<file path="config.mk">
export PLATFORM = sky130hd
export DESIGN_NAME = ntt_operand_fetch
export DESIGN_NICKNAME = d
export VERILOG_FILES = /design/src/rtl/ntt_pkg.sv /design/src/rtl/ntt_fetch_skid.sv /design/src/rtl/ntt_operand_fetch.sv
export SDC_FILE = /design/constraint.sdc
export NUM_CORES = 1
export LEC_CHECK = 0
export CORE_UTILIZATION = 55
export DETAILED_ROUTE_END_ITERATION = 16
export PLACE_DENSITY = 0.85
export SLEW_MARGIN = 15
export SYNTH_ARGS = -nofsm -noshare
export SYNTH_HDL_FRONTEND = slang
export SYNTH_SLANG_ARGS = --single-unit
</file>
<file path="constraint.sdc">
create_clock -name clk -period 19.9 [get_ports clk]
set_input_delay 3.98 -clock clk [delete_from_list [all_inputs] [get_ports clk]]
set_output_delay 3.98 -clock clk [all_outputs]
set_load 0.01 [all_outputs]
</file>
<file path="src/rtl/ntt_pkg.sv">
// Shared types for the NTT operand fetch path: FSM state, operand bundle, size helpers.
package ntt_pkg;

    localparam int unsigned KMax         = 64;
    localparam int unsigned LogNMax      = 16;
    localparam int unsigned SwMax        = 4;
    localparam int unsigned LogNDefault  = 8;
    localparam int unsigned NDefault     = 1 << LogNDefault;
    localparam int unsigned HalfNDefault = NDefault / 2;

    typedef enum logic [2:0] {
        StIdle      = 3'd0,
        StIssue     = 3'd1,
        StFlush     = 3'd2,
        StWaitDrain = 3'd3,
        StDone      = 3'd4
    } fetch_state_t;

    // Fields are sized for the largest supported build; users take the low bits.
    typedef struct packed {
        logic [KMax-1:0]    a;
        logic [KMax-1:0]    b;
        logic [LogNMax-1:0] tw_idx;
        logic [SwMax-1:0]   stage;
        logic [LogNMax-1:0] addr_a;
        logic [LogNMax-1:0] addr_b;
    } bundle_t;

    function automatic int unsigned ntt_n(input int unsigned log_n);
        return 32'd1 << log_n;
    endfunction

    function automatic int unsigned ntt_half_n(input int unsigned log_n);
        return ntt_n(log_n) >> 1;
    endfunction

endpackage

</file>
<file path="src/rtl/ntt_fetch_skid.sv">
// Two-entry FIFO of operand bundles; head is registered and drives the stream outputs.
module ntt_fetch_skid
    import ntt_pkg::*;
(
    input  logic       clk_i,
    input  logic       rst_i,
    input  logic       push_i,
    input  bundle_t    data_i,
    input  logic       pop_i,
    output bundle_t    head_o,
    output logic [1:0] count_o
);

    bundle_t    mem_q [2];
    logic       wr_ptr_q;
    logic       rd_ptr_q;
    logic [1:0] count_q;
    logic       do_push;
    logic       do_pop;

    assign do_pop  = pop_i && (count_q != 2'd0);
    assign do_push = push_i && ((count_q != 2'd2) || do_pop);

    always_ff @(posedge clk_i or posedge rst_i) begin
        if (rst_i) begin
            mem_q[0] <= '0;
            mem_q[1] <= '0;
            wr_ptr_q <= 1'b0;
            rd_ptr_q <= 1'b0;
            count_q  <= 2'd0;
        end else begin
            if (do_push) begin
                mem_q[wr_ptr_q] <= data_i;
                wr_ptr_q        <= ~wr_ptr_q;
            end
            if (do_pop) begin
                rd_ptr_q <= ~rd_ptr_q;
            end
            count_q <= count_q + 2'(do_push) - 2'(do_pop);
        end
    end

    assign head_o  = mem_q[rd_ptr_q];
    assign count_o = count_q;

endmodule

</file>
<file path="src/rtl/ntt_operand_fetch.sv">
// Cooley-Tukey operand sequencer: paired RAM reads per butterfly, skid-buffered output stream,
// per-stage drain barrier. Optional input range checking under NTT_RANGE_CHECK_EN.
module ntt_operand_fetch
    import ntt_pkg::*;
#(
    parameter int unsigned K     = 32,
    parameter int unsigned LOG_N = LogNDefault,
    parameter int unsigned SW    = (LOG_N > 1) ? $clog2(LOG_N) : 1
) (
    input  logic             clk,
    input  logic             rst,
    input  logic             start,
    input  logic [K-1:0]     mod_in,
    output logic             busy,
    output logic             done,
    output logic             ram_rd_en,
    output logic [LOG_N-1:0] ram_addr_a,
    output logic [LOG_N-1:0] ram_addr_b,
    input  logic [K-1:0]     ram_rdata_a,
    input  logic [K-1:0]     ram_rdata_b,
    input  logic             drain,
    output logic             out_valid,
    input  logic             out_ready,
    output logic [K-1:0]     a,
    output logic [K-1:0]     b,
    output logic [K-1:0]     mod,
    output logic [LOG_N-1:0] tw_idx,
    output logic [SW-1:0]    out_stage,
    output logic [LOG_N-1:0] out_addr_a,
    output logic [LOG_N-1:0] out_addr_b,
    output logic             range_err
);

    localparam int unsigned HalfN = ntt_half_n(LOG_N);
    localparam logic [LOG_N-1:0] LastK = LOG_N'(HalfN - 1);
    localparam logic [SW-1:0]    LastS = SW'(LOG_N - 1);

    fetch_state_t     state_q, state_d;
    logic [SW-1:0]    s_q, s_d;
    logic [LOG_N-1:0] k_q, k_d;
    logic [K-1:0]     mod_q, mod_d;
    logic             inflight_q;
    logic [LOG_N-1:0] tag_addr_a_q, tag_addr_b_q, tag_tw_q;
    logic [SW-1:0]    tag_stage_q;

    logic [SW-1:0]    hshift;
    logic [LOG_N-1:0] h, g, o;
    logic [LOG_N-1:0] gen_addr_a, gen_addr_b, gen_tw;
    logic             issue, pop;
    logic [1:0]       count;
    bundle_t          push_data, head;
    logic             unused_head;

    // h is the butterfly span; g selects the block, o the offset inside it.
    always_comb begin
        hshift     = LastS - s_q;
        h          = LOG_N'(1) << hshift;
        g          = k_q >> hshift;
        o          = k_q & (h - LOG_N'(1));
        gen_addr_a = ((g << hshift) << 1) + o;
        gen_addr_b = gen_addr_a + h;
        gen_tw     = (LOG_N'(1) << s_q) + g;
    end

    assign out_valid = (count != 2'd0);
    assign pop       = out_valid && out_ready;
    assign issue     = (state_q == StIssue)
                       && ((({1'b0, count} + {2'b00, inflight_q}) < 3'd2) || pop);

    always_comb begin
        state_d = state_q;
        s_d     = s_q;
        k_d     = k_q;
        mod_d   = mod_q;
        unique case (state_q)
            StIdle: begin
                if (start) begin
                    mod_d   = mod_in;
                    s_d     = '0;
                    k_d     = '0;
                    state_d = StIssue;
                end
            end
            StIssue: begin
                if (issue) begin
                    k_d = k_q + LOG_N'(1);
                    if (k_q == LastK) state_d = StFlush;
                end
            end
            StFlush: begin
                if ((count == 2'd0) && !inflight_q) state_d = StWaitDrain;
            end
            StWaitDrain: begin
                if (drain) begin
                    if (s_q == LastS) begin
                        state_d = StDone;
                    end else begin
                        s_d     = s_q + SW'(1);
                        k_d     = '0;
                        state_d = StIssue;
                    end
                end
            end
            StDone:  state_d = StIdle;
            default: state_d = StIdle;
        endcase
    end

    always_ff @(posedge clk or posedge rst) begin
        if (rst) begin
            state_q      <= StIdle;
            s_q          <= '0;
            k_q          <= '0;
            mod_q        <= '0;
            inflight_q   <= 1'b0;
            tag_addr_a_q <= '0;
            tag_addr_b_q <= '0;
            tag_tw_q     <= '0;
            tag_stage_q  <= '0;
        end else begin
            state_q    <= state_d;
            s_q        <= s_d;
            k_q        <= k_d;
            mod_q      <= mod_d;
            inflight_q <= issue;
            if (issue) begin
                tag_addr_a_q <= gen_addr_a;
                tag_addr_b_q <= gen_addr_b;
                tag_tw_q     <= gen_tw;
                tag_stage_q  <= s_q;
            end
        end
    end

    always_comb begin
        push_data        = '0;
        push_data.a      = KMax'(ram_rdata_a);
        push_data.b      = KMax'(ram_rdata_b);
        push_data.tw_idx = LogNMax'(tag_tw_q);
        push_data.stage  = SwMax'(tag_stage_q);
        push_data.addr_a = LogNMax'(tag_addr_a_q);
        push_data.addr_b = LogNMax'(tag_addr_b_q);
    end

    ntt_fetch_skid u_skid (
        .clk_i   (clk),
        .rst_i   (rst),
        .push_i  (inflight_q),
        .data_i  (push_data),
        .pop_i   (pop),
        .head_o  (head),
        .count_o (count)
    );

    assign busy       = (state_q != StIdle) && (state_q != StDone);
    assign done       = (state_q == StDone);
    assign ram_rd_en  = issue;
    assign ram_addr_a = issue ? gen_addr_a : '0;
    assign ram_addr_b = issue ? gen_addr_b : '0;
    assign mod        = mod_q;
    assign a          = head.a[K-1:0];
    assign b          = head.b[K-1:0];
    assign tw_idx     = head.tw_idx[LOG_N-1:0];
    assign out_stage  = head.stage[SW-1:0];
    assign out_addr_a = head.addr_a[LOG_N-1:0];
    assign out_addr_b = head.addr_b[LOG_N-1:0];
    assign unused_head = ^head;

`ifdef NTT_RANGE_CHECK_EN
    logic range_err_q;

    always_ff @(posedge clk or posedge rst) begin
        if (rst) begin
            range_err_q <= 1'b0;
        end else if ((state_q == StIdle) && start) begin
            range_err_q <= 1'b0;
        end else if (inflight_q && ((ram_rdata_a >= mod_q) || (ram_rdata_b >= mod_q))) begin
            range_err_q <= 1'b1;
        end
    end

    assign range_err = range_err_q;
`else
    assign range_err = 1'b0;
`endif

endmodule

</file>
; ---- Yosys cells after proc, flatten, opt, wreduce, memory -nomap -nowiden
; Cells that the tools add are included.
[op_classes]
add_sub_neg = 10
n_lt_le_gt_ge = 4
eq_ne = 14
shift = 4
n_mux = 24
bitwise_logic = 5
n_reduce_logical = 20
[ops]
columns = op, count
row1 = two-way mux 148 bit, 3
row2 = bitwise mux 360 bit, 1
row3 = demux 180 bit (select 1 bit), 1
row4 = two-way mux 180 bit, 1
row5 = two-way mux 8 bit, 6
row6 = two-way mux 3 bit, 9
row7 = adder 8 bit, 3
row8 = one-hot mux 8 bit (3 select lines), 1
row9 = "left shift 1 x 3 -> 8 bit, first input constant", 2
row10 = "!= test 2 bit, second input constant", 6
row11 = one-hot mux 3 bit (4 select lines), 1
row12 = AND reduction 5 bit, 2
row13 = "adder 8 x 1 -> 8 bit, second input constant", 1
row14 = bitwise AND 8 bit, 1
row15 = "== test 8 x 7 -> 1 bit, second input constant", 1
row16 = left shift 8 x 3 -> 7 bit, 1
row17 = >> shifter 8 x 3 -> 8 bit, 1
row18 = "subtractor 8 x 1 -> 8 bit, second input constant", 1
row19 = logical AND 1 bit, 7
row20 = "== test 3 x 2 -> 1 bit, second input constant", 2
row21 = "== test 3 bit, second input constant", 2
row22 = one-hot mux 3 bit (2 select lines), 1
row23 = nonzero test 3 bit, 2
row24 = ">= comparator 2 bit, second input constant", 2
row25 = other kinds (19), 23
[totals]
ff_bits = 438
input_bits = 101
output_inout_bits = 144
wordCells = 105

; ---- Depth between registers and ports, before layout
[logic_depth]
depth_word = 7
mapped_depth = 22
mapped_depth_nobuf = 19

; ---- By module
; Synthesis repeated with hierarchy kept, for this count alone.
[unflattened]
hier_cells = 1464
area_unflattened_um2 = 20893.8
[by_module_without_submodules]
columns = module, n_inst, cells_per_inst, area_each_um2, seq_area_each_um2
row1 = ntt_fetch_skid, 1, 995, 16395.7, 9108.7
row2 = ntt_operand_fetch, 1, 469, 4498.1, 1851.8

; ---- Worst setup path before layout
; Ideal clock, no wire load.
[synth_path]
path_kind = input to output
from = in out_ready
to = out ram_addr_b[5]
arrival_ns = 4.858
required_time_ns = 15.920
setup_slack_ns = 11.062
stages = 6
path_buffers = 2
cell_sequence = nor2_1 -> or2_1 -> buf_2 -> inv_2 -> buf_2 -> and2_1
[synth_between]
elab_chain_cells = 4
[synth_rtl]
columns = item, line_no
row1 = "start, declared", ntt_operand_fetch.sv:23  ; input logic out_ready,
row2 = logical AND 1 bit, ntt_operand_fetch.sv:66  ; assign pop = out_valid && out_ready;
row3 = logical OR 1 bit, ntt_operand_fetch.sv:68  ; && ((({1'b0, count} + {2'b00, inflight_q}) < 3'd2) || pop);
row4 = logical AND 1 bit, ntt_operand_fetch.sv:68
row5 = net ram_rd_en, ntt_operand_fetch.sv:16  ; output logic ram_rd_en,
row6 = two-way mux 8 bit, ntt_operand_fetch.sv:159  ; assign ram_addr_b = issue ? gen_addr_b : '0;
row7 = "end, declared", ntt_operand_fetch.sv:18  ; output logic [LOG_N-1:0] ram_addr_b,
; The timed path passes the listed nets, and every way through them passes these cells.

; ---- Worst setup path in the final report
[layout_path]
from = in out_ready
to = out ram_addr_a[0]
[layout_between]
elab_chain_cells = 4
[layout_rtl]
columns = item, line_no
row1 = logical AND 1 bit, ntt_operand_fetch.sv:66
row2 = logical OR 1 bit, ntt_operand_fetch.sv:68
row3 = logical AND 1 bit, ntt_operand_fetch.sv:68
row4 = two-way mux 8 bit, ntt_operand_fetch.sv:158  ; assign ram_addr_a = issue ? gen_addr_a : '0;
row5 = "end, declared", ntt_operand_fetch.sv:17  ; output logic [LOG_N-1:0] ram_addr_a,
; No other way between the ends.

==> results by group <==
Timing
  • Achievable Freq: 100 MHz
  • Fin worst setup slack: 9.92 ns
  • Endpoints failing setup: 0
  • Final Hold Viols: 0
  • Final slew viol count: 0
  • Fin crit share: 50.2%
  • Clock Skew: 0.00822 ns
  • Slew HR: 32.4%
  • RSZ-0062 raised after global routing: false
  • Slew @ Worst Pin: 1.01 ns
  • Setup TNS: 0 ns
  • Fin crit period: 9.98 ns
  • Worst hold margin: 0.499 ns

Logic synthesis
  • Largest family of logic cells by synthesized area: multiplexers
  • Synth warn: 0
  • Post-synthesis mux area share: 28.7%
  • Yosys reg bits: 260
  • EDFF count, synth: 0
  • Netlist cell types: 64
  • Async set or reset register ratio after synthesis: 100%
  • Avg Inst Size Synth: 13.0 um^2
  • Xor/xnor share of the synthesized area: 2.16%
  • Synthesized area: 0.0123 mm^2
  • Mapped Cells: 947
  • Top_reg_cell synth: dfrtp_1
  • Synth Area in Adders: 2.84%
  • Compound-Gate Fraction of Synth Area: 5.27%
  • Post-synthesis simple-gate area fraction: 5.39%
  • Sequential area share after synthesis: 52.7%

Worst setup path
  • Worst r2r src: s_q[2]
  • CP peak stage delay: 0.62 ns
  • Reg2reg end: tag_addr_b_q[7]
  • FF-to-FF setup slack: 15.46 ns
  • CP Data Required Time: 15.92 ns
  • Crit path max-delay cell type: clkdlybuf4s50_1
  • Worst-path cell chain: clkdlybuf4s50_1 -> nor2_1 -> or2_1 -> buf_4 -> nor3b_1 -> clkdlybuf4s50_1
  • CP arrival: 6.00 ns
  • Critical path launch point: out_ready
  • Type of origin of the critical path: primary input
  • Cell repeated most along the worst path: clkdlybuf4s50_1
  • Crit Path Class: in2out
  • Setup crit end kind: output pin
  • Worst R2R Path Depth: 14
  • Critical path fanouts, max: 44

CTS
  • CTS tree: done
  • Clk Tree Root Cell: clkbuf_16
  • Post-CTS setup buffer count: 0
  • H-tree depth: 1
  • CTS max path bufs: 3
  • Clk_lat worst skew: 0.52 ns
  • Post-CTS Hold Fix Bufs: 0
  • Total CTS buffers: 28
  • CTS Sinks: 260
  • Post-CTS Resized: 0
  • Clock slew at reported path FFs: 0.06 ns

Cells and area
  • N_diodes: 0
  • Most frequent cells in the layout: mux2_2 (310), dfrtp_1 (259), clkdlybuf4s50_1 (243), nand2_1 (42)
  • Filler Cell Count: 1,466
  • Layout area overhead: 29.1%
  • Total Nets Final: 1,300
  • Register area: 0.00651 mm^2
  • Most common cell after layout, fill and taps aside: mux2_2
  • Area of the multi-input gates: 0.00551 mm^2
  • Share of layout cells above drive strength 1: 31.7%

Place
  • PortBufs: 243
  • Post-place setup slack: 9.94 ns
  • Gpl congestion: 0.845
  • Hpwl dp: 18,400 um

Global routing
  • Overall Global Routing Usage: 24.1%
  • First-pass GRT wire length: 45,500 um
  • Pin count of the biggest net entering global routing: 111
  • Initial antenna violation count: 0
  • GRT Residual Overflow: 0
  • Number of global-route vias before repair: 8,516

Floorplan
  • Initial Util: 56.4%
  • Num ports: 245
  • Die area: 0.0230 mm^2
  • Die H: 152 um
  • Die Wd: 152 um
  • Core footprint: 0.0219 mm^2
  • Rows: 54

Routing
  • WL/cell: 18.7 um
  • DR vias/cell: 5.57
  • Remaining DRCs: 0
  • DR pass1 iterations: 4
  • Vias: 8,211
  • Remaining antenna violation count: 0
  • Routed wire length: 27,500 um
  • Detailed router's first-iteration violation count: 455

Flow run
  • Max_cap viols: 0

Power
  • VDD IR max: 0.0000909 V
  • Power Dens Cells: 153 mW/mm^2
  • Leakage: 0.00697 uW

Worst hold path
  • Min-delay worst type: reg2reg
  • Worst Hold Launch: u_skid.mem_q[75]
  • Hold depth: 1
  • Hold EP: u_skid.mem_q[75]

Outcome
  • Status: complete, no violations
## metal layers
metal	vias to the layer above	track usage, %	share of wire, %
met4	0	3.90	1.3
met3	37	6.10	7.7
met1	4116	33.5	43
met2	266	38.8	48
li1	3792	-	-
met5	-	0	0
## layout make-up
class	count	area share [%]
Multi-Input combinational cell	605	34.6
Clock buffer	43	5.32
Inverter	27	0.683
Clock inverter	8	0.612
Sequential cell	260	40.9
Tap cell	280	2.20
Timing Repair Buffer	251	15.8
## cells by family after synthesis
| group | Yosys count |
|---|---|
| DFF | 260 |
| muxes | 314 |
| xor gates and xnor gates | 28 |
| buffers and inverters | 83 |
| other | 1 |
| AOI/OAI and AO/OA | 103 |
| adders and majority gates | 27 |
| and+or+nand+nor | 131 |
## synth_stat cells (all sizes together), types with 2 or more instances
cell	number	area, um^2
a31oi	2	12.5
o21bai	5	37.5
or2	3	18.8
a21o	17	128
buf	23	119
nand2	43	161
and4	2	18.8
o221ai	2	17.5
o21ai	41	209
clkbuf	33	134
nor3b	3	27.5
o22ai	2	12.5
nor2b	11	68.8
and3	4	25.0
nand4	4	25.0
ha	24	300
inv	26	97.6
o31ai	4	30.0
nor2	28	105
o21a	4	30.0
nor3	6	30.0
dfrtp	260	6510
and2	16	103
fa	2	40.0
mux2	311	3500
a21oi	13	65.1
xnor2	17	149
xor2	10	95.1
mux2i	2	20.0
a211oi	3	22.5
nand3	7	40.0
## flip-flops by register name, indices dropped and copies added, names as in the netlist
name,count
tag_stage_q,3
k_q,8
inflight_q,1
tag_tw_q,8
u_skid.wr_ptr_q,1
u_skid.mem_q,182
u_skid.count_o,2
state_q,3
tag_addr_a_q,8
s_q,3
mod,32
u_skid.rd_ptr_q,1
tag_addr_b_q,8
## power breakdown
| part | internal (uW) | switching (uW) |
|---|---|---|
| Clock | 318 | 203 |
| Sequential | 728 | 124 |
| Combinational | 632 | 424 |
## metrics by stage
stage	power (uW)	utilization [%]	instance area (um^2)	instances
2_1_floorplan	1470	-	12300	948
3_3_place_gp	1890	68.3	15000	1422
3_5_place_dp	1920	68.3	15000	1422
4_1_cts	2450	72.7	15900	1473
5_1_grt	2570	72.8	15900	1474
6_report	2430	72.8	15900	1474
## critical path, delay by kind of cell
family | cells | cell delay [ns]
buffers and inverters | 3 | 1.39
AND/OR/NAND/NOR | 3 | 0.62
## worst max path at each step
stage                                to  slack [ns]  cells after the start
final                     ram_addr_a[0]        9.92                      6
after global routing      ram_addr_a[0]        9.82                      6
after CTS                 ram_addr_a[0]        9.92                      6
after detailed placement  ram_addr_a[0]        9.94                      6
after global placement    ram_addr_a[0]       10.01                      6
after floorplan              inflight_q        8.76                      1
Power figures use the tool's default switching activity.
